===== src/rtl/dpram_burst_pkg.sv =====
// rtl/dpram_burst_pkg.sv - shared state encoding and defaults for the burst sequencer
package dpram_burst_pkg;

    localparam int LENW_DEFAULT = 4;

    typedef enum logic [1:0] {
        ST_IDLE = 2'd0,
        ST_RD   = 2'd1,
        ST_WR   = 2'd2
    } state_t;

endpackage


===== src/rtl/dpram_burst_ctrl_if.sv =====
// rtl/dpram_burst_ctrl_if.sv - request, write-data, response and RAM-port bundle
interface dpram_burst_ctrl_if
    import dpram_burst_pkg::*;
#(
    parameter int AWIDTH = 10,
    parameter int DWIDTH = 32,
    parameter int LENW   = LENW_DEFAULT
);
    logic                  req_valid;
    logic                  req_ready;
    logic                  req_we;
    logic [AWIDTH-1:0]     req_addr;
    logic [LENW-1:0]       req_len;

    logic                  wd_valid;
    logic                  wd_ready;
    logic [DWIDTH-1:0]     wd_data;
    logic [DWIDTH/8-1:0]   wd_byteen;
    logic                  wr_done;

    logic                  rsp_valid;
    logic                  rsp_ready;
    logic [DWIDTH-1:0]     rsp_data;
    logic                  rsp_last;

    logic [AWIDTH-1:0]     ram_address;
    logic                  ram_wren;
    logic [DWIDTH/8-1:0]   ram_byteen;
    logic [DWIDTH-1:0]     ram_data;
    logic [DWIDTH-1:0]     ram_out;

    // Controller side
    modport slave (
        input  req_valid, req_we, req_addr, req_len,
        output req_ready,
        input  wd_valid, wd_data, wd_byteen,
        output wd_ready, wr_done,
        input  rsp_ready,
        output rsp_valid, rsp_data, rsp_last,
        output ram_address, ram_wren, ram_byteen, ram_data,
        input  ram_out
    );

    // Requester / RAM side
    modport master (
        output req_valid, req_we, req_addr, req_len,
        input  req_ready,
        output wd_valid, wd_data, wd_byteen,
        input  wd_ready, wr_done,
        output rsp_ready,
        input  rsp_valid, rsp_data, rsp_last,
        input  ram_address, ram_wren, ram_byteen, ram_data,
        output ram_out
    );

endinterface


===== src/rtl/dpram_rsp_fifo.sv =====
// rtl/dpram_rsp_fifo.sv - read-response FIFO (data + last tag) with occupancy count
module dpram_rsp_fifo #(
    parameter int WIDTH = 33,
    parameter int DEPTH = 4
) (
    input  logic                     clk,
    input  logic                     reset,
    input  logic                     push,
    input  logic [WIDTH-1:0]         push_data,
    input  logic                     pop,
    output logic [WIDTH-1:0]         pop_data,
    output logic [$clog2(DEPTH):0]   count
);
    localparam int PW = $clog2(DEPTH);
    localparam logic [PW:0] FULL = (PW+1)'(DEPTH);

    logic [WIDTH-1:0] mem [DEPTH];
    logic [PW-1:0]    wr_ptr;
    logic [PW-1:0]    rd_ptr;
    logic             do_push;
    logic             do_pop;

    // A push into a full FIFO is only taken when the head leaves on the same edge
    assign do_pop  = pop && (count != '0);
    assign do_push = push && ((count != FULL) || do_pop);

    // Head is forced to zero while empty so stale entries never reach the outputs
    assign pop_data = (count != '0) ? mem[rd_ptr] : '0;

    // Storage array write
    always_ff @(posedge clk) begin
        if (do_push) begin
            mem[wr_ptr] <= push_data;
        end
    end

    // Pointers and occupancy
    always_ff @(posedge clk or posedge reset) begin
        if (reset) begin
            wr_ptr <= '0;
            rd_ptr <= '0;
            count  <= '0;
        end else begin
            if (do_push) wr_ptr <= wr_ptr + 1'b1;
            if (do_pop)  rd_ptr <= rd_ptr + 1'b1;
            count <= count + (PW+1)'(do_push) - (PW+1)'(do_pop);
        end
    end

endmodule


===== src/rtl/dpram_burst_ctrl.sv =====
// rtl/dpram_burst_ctrl.sv - burst sequencer driving one port of a 1-cycle-latency word RAM
module dpram_burst_ctrl
    import dpram_burst_pkg::*;
#(
    parameter int AWIDTH    = 10,
    parameter int DWIDTH    = 32,
    parameter int LENW      = LENW_DEFAULT,
    parameter int RSP_DEPTH = 4
) (
    input  logic              clk,
    input  logic              reset,
    dpram_burst_ctrl_if.slave bus
);
    localparam int CW = $clog2(RSP_DEPTH) + 1;

    state_t            state;
    state_t            state_nxt;
    logic [AWIDTH-1:0] cur;
    logic [LENW-1:0]   beats_left;
    logic              inflight;
    logic              inflight_last;
    logic              wr_done_q;
    logic [CW-1:0]     fifo_count;
    logic [DWIDTH:0]   fifo_dout;
    logic              credit_ok;
    logic              rd_issue;
    logic              wr_beat;
    logic              last_beat;
    logic              accept;

    // Credits count both queued data and the beat still in the RAM pipeline,
    // so rsp_ready never reaches the RAM port combinationally.
    assign credit_ok = ({1'b0, fifo_count} + (CW+1)'(inflight)) < (CW+1)'(RSP_DEPTH);
    assign last_beat = (beats_left == '0);
    assign accept    = bus.req_ready && bus.req_valid;

    assign bus.ram_address = cur;
    assign bus.wr_done     = wr_done_q;
    assign bus.rsp_valid   = (fifo_count != '0);
    assign bus.rsp_data    = fifo_dout[DWIDTH-1:0];
    assign bus.rsp_last    = fifo_dout[DWIDTH];

    // State register
    always_ff @(posedge clk or posedge reset) begin
        if (reset) state <= ST_IDLE;
        else       state <= state_nxt;
    end

    // Next state, handshakes and RAM write-side drive
    always_comb begin
        state_nxt      = state;
        bus.req_ready  = 1'b0;
        bus.wd_ready   = 1'b0;
        bus.ram_wren   = 1'b0;
        bus.ram_byteen = '0;
        bus.ram_data   = '0;
        rd_issue       = 1'b0;
        wr_beat        = 1'b0;
        case (state)
            ST_IDLE: begin
                bus.req_ready = 1'b1;
                if (bus.req_valid) state_nxt = bus.req_we ? ST_WR : ST_RD;
            end
            ST_RD: begin
                rd_issue = credit_ok;
                if (credit_ok && last_beat) state_nxt = ST_IDLE;
            end
            ST_WR: begin
                bus.wd_ready = 1'b1;
                wr_beat      = bus.wd_valid;
                if (bus.wd_valid) begin
                    bus.ram_wren   = 1'b1;
                    bus.ram_byteen = bus.wd_byteen;
                    bus.ram_data   = bus.wd_data;
                    if (last_beat) state_nxt = ST_IDLE;
                end
            end
            default: state_nxt = ST_IDLE;
        endcase
    end

    // Burst address/beat tracking, read pipeline tag and write-complete pulse
    always_ff @(posedge clk or posedge reset) begin
        if (reset) begin
            cur           <= '0;
            beats_left    <= '0;
            inflight      <= 1'b0;
            inflight_last <= 1'b0;
            wr_done_q     <= 1'b0;
        end else begin
            inflight      <= rd_issue;
            inflight_last <= rd_issue && last_beat;
            wr_done_q     <= wr_beat && last_beat;
            if (accept) begin
                cur        <= bus.req_addr;
                beats_left <= bus.req_len;
            end else if (rd_issue || wr_beat) begin
                cur        <= cur + 1'b1;
                beats_left <= beats_left - 1'b1;
            end
        end
    end

    dpram_rsp_fifo #(
        .WIDTH (DWIDTH + 1),
        .DEPTH (RSP_DEPTH)
    ) u_rsp_fifo (
        .clk       (clk),
        .reset     (reset),
        .push      (inflight),
        .push_data ({inflight_last, bus.ram_out}),
        .pop       (bus.rsp_valid && bus.rsp_ready),
        .pop_data  (fifo_dout),
        .count     (fifo_count)
    );

endmodule


===== src/flat_wrapper.sv =====
// flat-port wrapper written by rule: the top's interface ports become plain ports
module dpram_burst_ctrl_flat import dpram_burst_pkg::*;
#(
    parameter int AWIDTH    = 10,
    parameter int DWIDTH    = 32,
    parameter int LENW      = LENW_DEFAULT,
    parameter int RSP_DEPTH = 4
)
  (clk, reset, bus_req_valid, bus_req_we, bus_req_addr, bus_req_len, bus_req_ready, bus_wd_valid, bus_wd_data, bus_wd_byteen, bus_wd_ready, bus_wr_done, bus_rsp_ready, bus_rsp_valid, bus_rsp_data, bus_rsp_last, bus_ram_address, bus_ram_wren, bus_ram_byteen, bus_ram_data, bus_ram_out);
  dpram_burst_ctrl_if #(.AWIDTH(AWIDTH), .DWIDTH(DWIDTH), .LENW(LENW)) bus_i ();
  input  logic clk;
  input  logic reset;
  input wire logic [$bits(bus_i.req_valid)-1:0] bus_req_valid;
  input wire logic [$bits(bus_i.req_we)-1:0] bus_req_we;
  input wire logic [$bits(bus_i.req_addr)-1:0] bus_req_addr;
  input wire logic [$bits(bus_i.req_len)-1:0] bus_req_len;
  output wire logic [$bits(bus_i.req_ready)-1:0] bus_req_ready;
  input wire logic [$bits(bus_i.wd_valid)-1:0] bus_wd_valid;
  input wire logic [$bits(bus_i.wd_data)-1:0] bus_wd_data;
  input wire logic [$bits(bus_i.wd_byteen)-1:0] bus_wd_byteen;
  output wire logic [$bits(bus_i.wd_ready)-1:0] bus_wd_ready;
  output wire logic [$bits(bus_i.wr_done)-1:0] bus_wr_done;
  input wire logic [$bits(bus_i.rsp_ready)-1:0] bus_rsp_ready;
  output wire logic [$bits(bus_i.rsp_valid)-1:0] bus_rsp_valid;
  output wire logic [$bits(bus_i.rsp_data)-1:0] bus_rsp_data;
  output wire logic [$bits(bus_i.rsp_last)-1:0] bus_rsp_last;
  output wire logic [$bits(bus_i.ram_address)-1:0] bus_ram_address;
  output wire logic [$bits(bus_i.ram_wren)-1:0] bus_ram_wren;
  output wire logic [$bits(bus_i.ram_byteen)-1:0] bus_ram_byteen;
  output wire logic [$bits(bus_i.ram_data)-1:0] bus_ram_data;
  input wire logic [$bits(bus_i.ram_out)-1:0] bus_ram_out;
  assign bus_i.req_valid = bus_req_valid;
  assign bus_i.req_we = bus_req_we;
  assign bus_i.req_addr = bus_req_addr;
  assign bus_i.req_len = bus_req_len;
  assign bus_req_ready = bus_i.req_ready;
  assign bus_i.wd_valid = bus_wd_valid;
  assign bus_i.wd_data = bus_wd_data;
  assign bus_i.wd_byteen = bus_wd_byteen;
  assign bus_wd_ready = bus_i.wd_ready;
  assign bus_wr_done = bus_i.wr_done;
  assign bus_i.rsp_ready = bus_rsp_ready;
  assign bus_rsp_valid = bus_i.rsp_valid;
  assign bus_rsp_data = bus_i.rsp_data;
  assign bus_rsp_last = bus_i.rsp_last;
  assign bus_ram_address = bus_i.ram_address;
  assign bus_ram_wren = bus_i.ram_wren;
  assign bus_ram_byteen = bus_i.ram_byteen;
  assign bus_ram_data = bus_i.ram_data;
  assign bus_i.ram_out = bus_ram_out;
  dpram_burst_ctrl #(.AWIDTH(AWIDTH), .DWIDTH(DWIDTH), .LENW(LENW), .RSP_DEPTH(RSP_DEPTH)) u_core (.clk(clk), .reset(reset), .bus(bus_i));
endmodule

===== config.mk =====
export PLATFORM = sky130hd
export DESIGN_NAME = dpram_burst_ctrl_flat
export DESIGN_NICKNAME = d
export VERILOG_FILES = /design/src/rtl/dpram_burst_pkg.sv /design/src/rtl/dpram_burst_ctrl_if.sv /design/src/rtl/dpram_rsp_fifo.sv /design/src/rtl/dpram_burst_ctrl.sv /design/src/flat_wrapper.sv
export SDC_FILE = /design/constraint.sdc
export NUM_CORES = 1
export LEC_CHECK = 0
export ABC_CLOCK_PERIOD_IN_PS = 3000
export CAP_MARGIN = 20
export CORE_UTILIZATION = 40
export CTS_CLUSTER_SIZE = 14
export DETAILED_ROUTE_END_ITERATION = 8
export PLACE_DENSITY = 0.68
export SLEW_MARGIN = 0
export SYNTH_ARGS = -nofsm -noshare
export SYNTH_HDL_FRONTEND = slang
export SYNTH_SLANG_ARGS = --single-unit
export TNS_END_PERCENT = 20

===== constraint.sdc =====
create_clock -name clk -period 3 [get_ports clk]
set_input_delay 0.6 -clock clk [delete_from_list [all_inputs] [get_ports clk]]
set_output_delay 0.6 -clock clk [all_outputs]
set_load 0.1 [all_outputs]

==> metrics.txt <==
vias in the first global route=roughly 4700; Synth Register Bits=158; starting density of the core=41.1%; hpwl dp=10500 µm; die area=17600 µm²; Placed Cells=793; outcome=completed; Post-Synthesis Cells=420; Top FF cell, synth=edfxtp_1; Critical Path Start=u_core.u_rsp_fifo.rd_ptr[0]$_DFFE_PP0N_; Overflow after GRT=0; io pins=172; Buf/Inv on CP=2; Pre-antenna DRT Iters=4; Req. time, crit path=2400 ps; share of cells above drive strength 1=27.9%; crit-path leading delay family=flip-flops; Clock Sink Count=about 160; unrepaired setup endpoints after global routing=no; register area share after synthesis=between 60% and 70%; Tmin final=about 2700 ps; Hold-fix buffers, CTS=0; most frequent cells in the layout=132 x edfxtp_1, 87 x clkdlybuf4s50_1, 74 x buf_12; final number of max-transition violations=0; Worst-Skew Late Latency=420 ps; CP max stage cell=dfrtp_2; worst reg2reg path endpoint=u_core.u_rsp_fifo.count[2]$_DFF_PP0_; routed len/inst=18.6 µm; CP Max Fanout=8; skew final=6.37 ps; Reg2Reg Depth=8; final std cells w/o fill=between 800 and 900; final setup fails=0; CTS tree=done; via count=4340; Post-synth EDFFs=132; yosys warns=0; Critical Path Sink=bus_rsp_data[8]; largest net degree at the start of global routing=41; Syn-to-layout area delta=46.5%; DRT iter0 DRCs=273; drt drc=0; fmax=approximately 370 MHz; clock-pin slew on the worst setup and hold paths=60 ps; Post-synth ARST share=16.5%; biggest cell delay along the critical path=~560 ps; library cells used by synthesis=51; Post-Syn Area=6840 µm²; Reg2Reg Setup Slack=around 780 ps; DIE HEIGHT=133 µm; final wirelength=15300 µm; CP Depth=4; # rows=47; CTS max path bufs=2; Setup crit start kind=flop; CTS Buf Count=17; syn_nets=519; antenna violations before repair=0; Crit Path Class=flop to primary output; Post CTS Setup Buffer Count=0; routability cong.=a little under 0.8; syn_area_per_cell=16.3 µm²; most common cell after layout, fill and taps aside=edfxtp_1; Tightest Pin Transition=916 ps; IO Port Bufs=171; via/cell ratio=5.26; first-pass GRT wire length=~25000 µm; final core occ=60.2%; CP arrival=2130 ps; Core Area=16600 µm²; CP endpoint kind=primary output; gr usage total=between 10% and 20%; width of the die=~130 µm; Hold Path Class=flop to flop; Slew headroom=38.9%; FF-to-FF Start=u_core.u_rsp_fifo.count[2]$_DFF_PP0_; post_cts resized=0; CP cell instances=buf_4, mux4_2, and2_1, buf_12; layout net count=between 600 and 700; root buf cell=clkbuf_16; ANT nets after route=0; # H-tree levels=4; maxcap violations=0; antenna diode count=0; setup TNS=0 ps; Hold Violations, Final=0; final worst-path cycle share=91.1%
-- area by class of cell --
| class | count | area [µm²] |
|---|---|---|
| clock buffers | 19 | 433 |
| clock inverters | 13 | 115 |
| fillers | 1190 | 6620 |
| inverters | 14 | 57.6 |
| multi-input cells | 220 | 2020 |
| flip-flops and latches | 158 | 4620 |
| well taps | 220 | 275 |
| repair buffers | 181 | 2500 |
-- worst register-to-register path, stage by stage (launching register included) --
cell	delay [ps]
dfrtp_1	430
or3_1	410
and2_1	220
ha_1	280
inv_1	50
ha_1	130
inv_1	40
fa_1	370
xor2_1	170
-- cell usage after synthesis, types with 2 or more instances --
master / number / area share (%)
a31oi_1: 5 / 0.46
inv_1: 13 / 0.71
nand3_1: 13 / 0.95
o21ai_1: 3 / 0.22
nor3_1: 4 / 0.29
buf_4: 3 / 0.33
o22ai_1: 3 / 0.27
ha_1: 10 / 1.8
and2_1: 40 / 3.7
edfxtp_1: 132 / 58
xor2_1: 2 / 0.26
mux2i_1: 2 / 0.29
o22a_1: 2 / 0.26
dfrtp_1: 26 / 9.5
mux4_2: 33 / 11
o221ai_1: 2 / 0.26
o211ai_1: 3 / 0.33
o32ai_1: 2 / 0.26
buf_2: 7 / 0.51
clkbuf_1: 14 / 0.77
nand2_1: 11 / 0.60
o21ai_0: 3 / 0.22
a311oi_1: 2 / 0.26
and3_1: 40 / 3.7
nor2_1: 6 / 0.33
or3_1: 2 / 0.18
xnor2_1: 2 / 0.26
a21oi_1: 7 / 0.51
buf_6: 4 / 0.66
a22oi_1: 3 / 0.33
-- cells by family (layout without fill, tap and decap cells) --
kind of cell             count (synthesis)  in the layout  share of synthesized area (%)
flip-flops                             158            158                           67.4
AND/OR/NAND/NOR                        127            127                           10.9
AO/OA/AOI/OAI                           43             43                           4.74
XOR/XNOR                                 4              4                          0.512
multiplexers                            35             35                           11.2
buffers and inverters                   42            227                           3.11
adder cells (fa/ha/maj)                 11             11                           2.12
-- state kept, by name, indices dropped and copies added (netlist names) --
register,flops
u_core.bus.ram_address,10
u_core.u_rsp_fifo.count,3
u_core.state,2
u_core.inflight,1
u_core.beats_left,4
u_core.u_rsp_fifo.rd_ptr,2
u_core.inflight_last,1
u_core.u_rsp_fifo.wr_ptr,2
u_core.bus.wr_done,1
u_core.u_rsp_fifo.mem,132
-- metal layers --
metal  share of wire, %  up-vias  GRT usage, %
li1                   -     1979             -
met1                 40     2149          22.2
met2                 51      198          31.2
met3                7.7       14          6.70
met4                1.3        0          6.26
met5                  0        -             0
-- worst min path at each step --
stage	from	end	slack (ps)	cells after the start
floorplan	u_core.inflight_last$_DFF_PP0_	u_core.u_rsp_fifo.mem[0][32]$_DFFE_PP_	450	0
global placement	u_core.inflight_last$_DFF_PP0_	u_core.u_rsp_fifo.mem[3][32]$_DFFE_PP_	460	0
detailed placement	u_core.inflight_last$_DFF_PP0_	u_core.u_rsp_fifo.mem[2][32]$_DFFE_PP_	480	0
CTS	u_core.inflight_last$_DFF_PP0_	u_core.u_rsp_fifo.mem[1][32]$_DFFE_PP_	500	0
global route	u_core.inflight_last$_DFF_PP0_	u_core.u_rsp_fifo.mem[1][32]$_DFFE_PP_	520	0
finish	u_core.inflight_last$_DFF_PP0_	u_core.u_rsp_fifo.mem[1][32]$_DFFE_PP_	500	0
-- stage by stage --
| step | instance area, µm² | setup WS [ps] | hold slack [ps] |
|---|---|---|---|
| after floorplan | 6840 | -172 | 455 |
| after global placement | 9470 | 384 | 459 |
| after detailed placement | 9470 | 340 | 485 |
| after CTS | 10000 | 217 | 502 |
| after global routing | 10000 | 160 | 516 |
| final | 10000 | 268 | 495 |
Power is not shown: default switching activity piles up to over one toggle a cycle in this logic, so the estimate is an artifact.
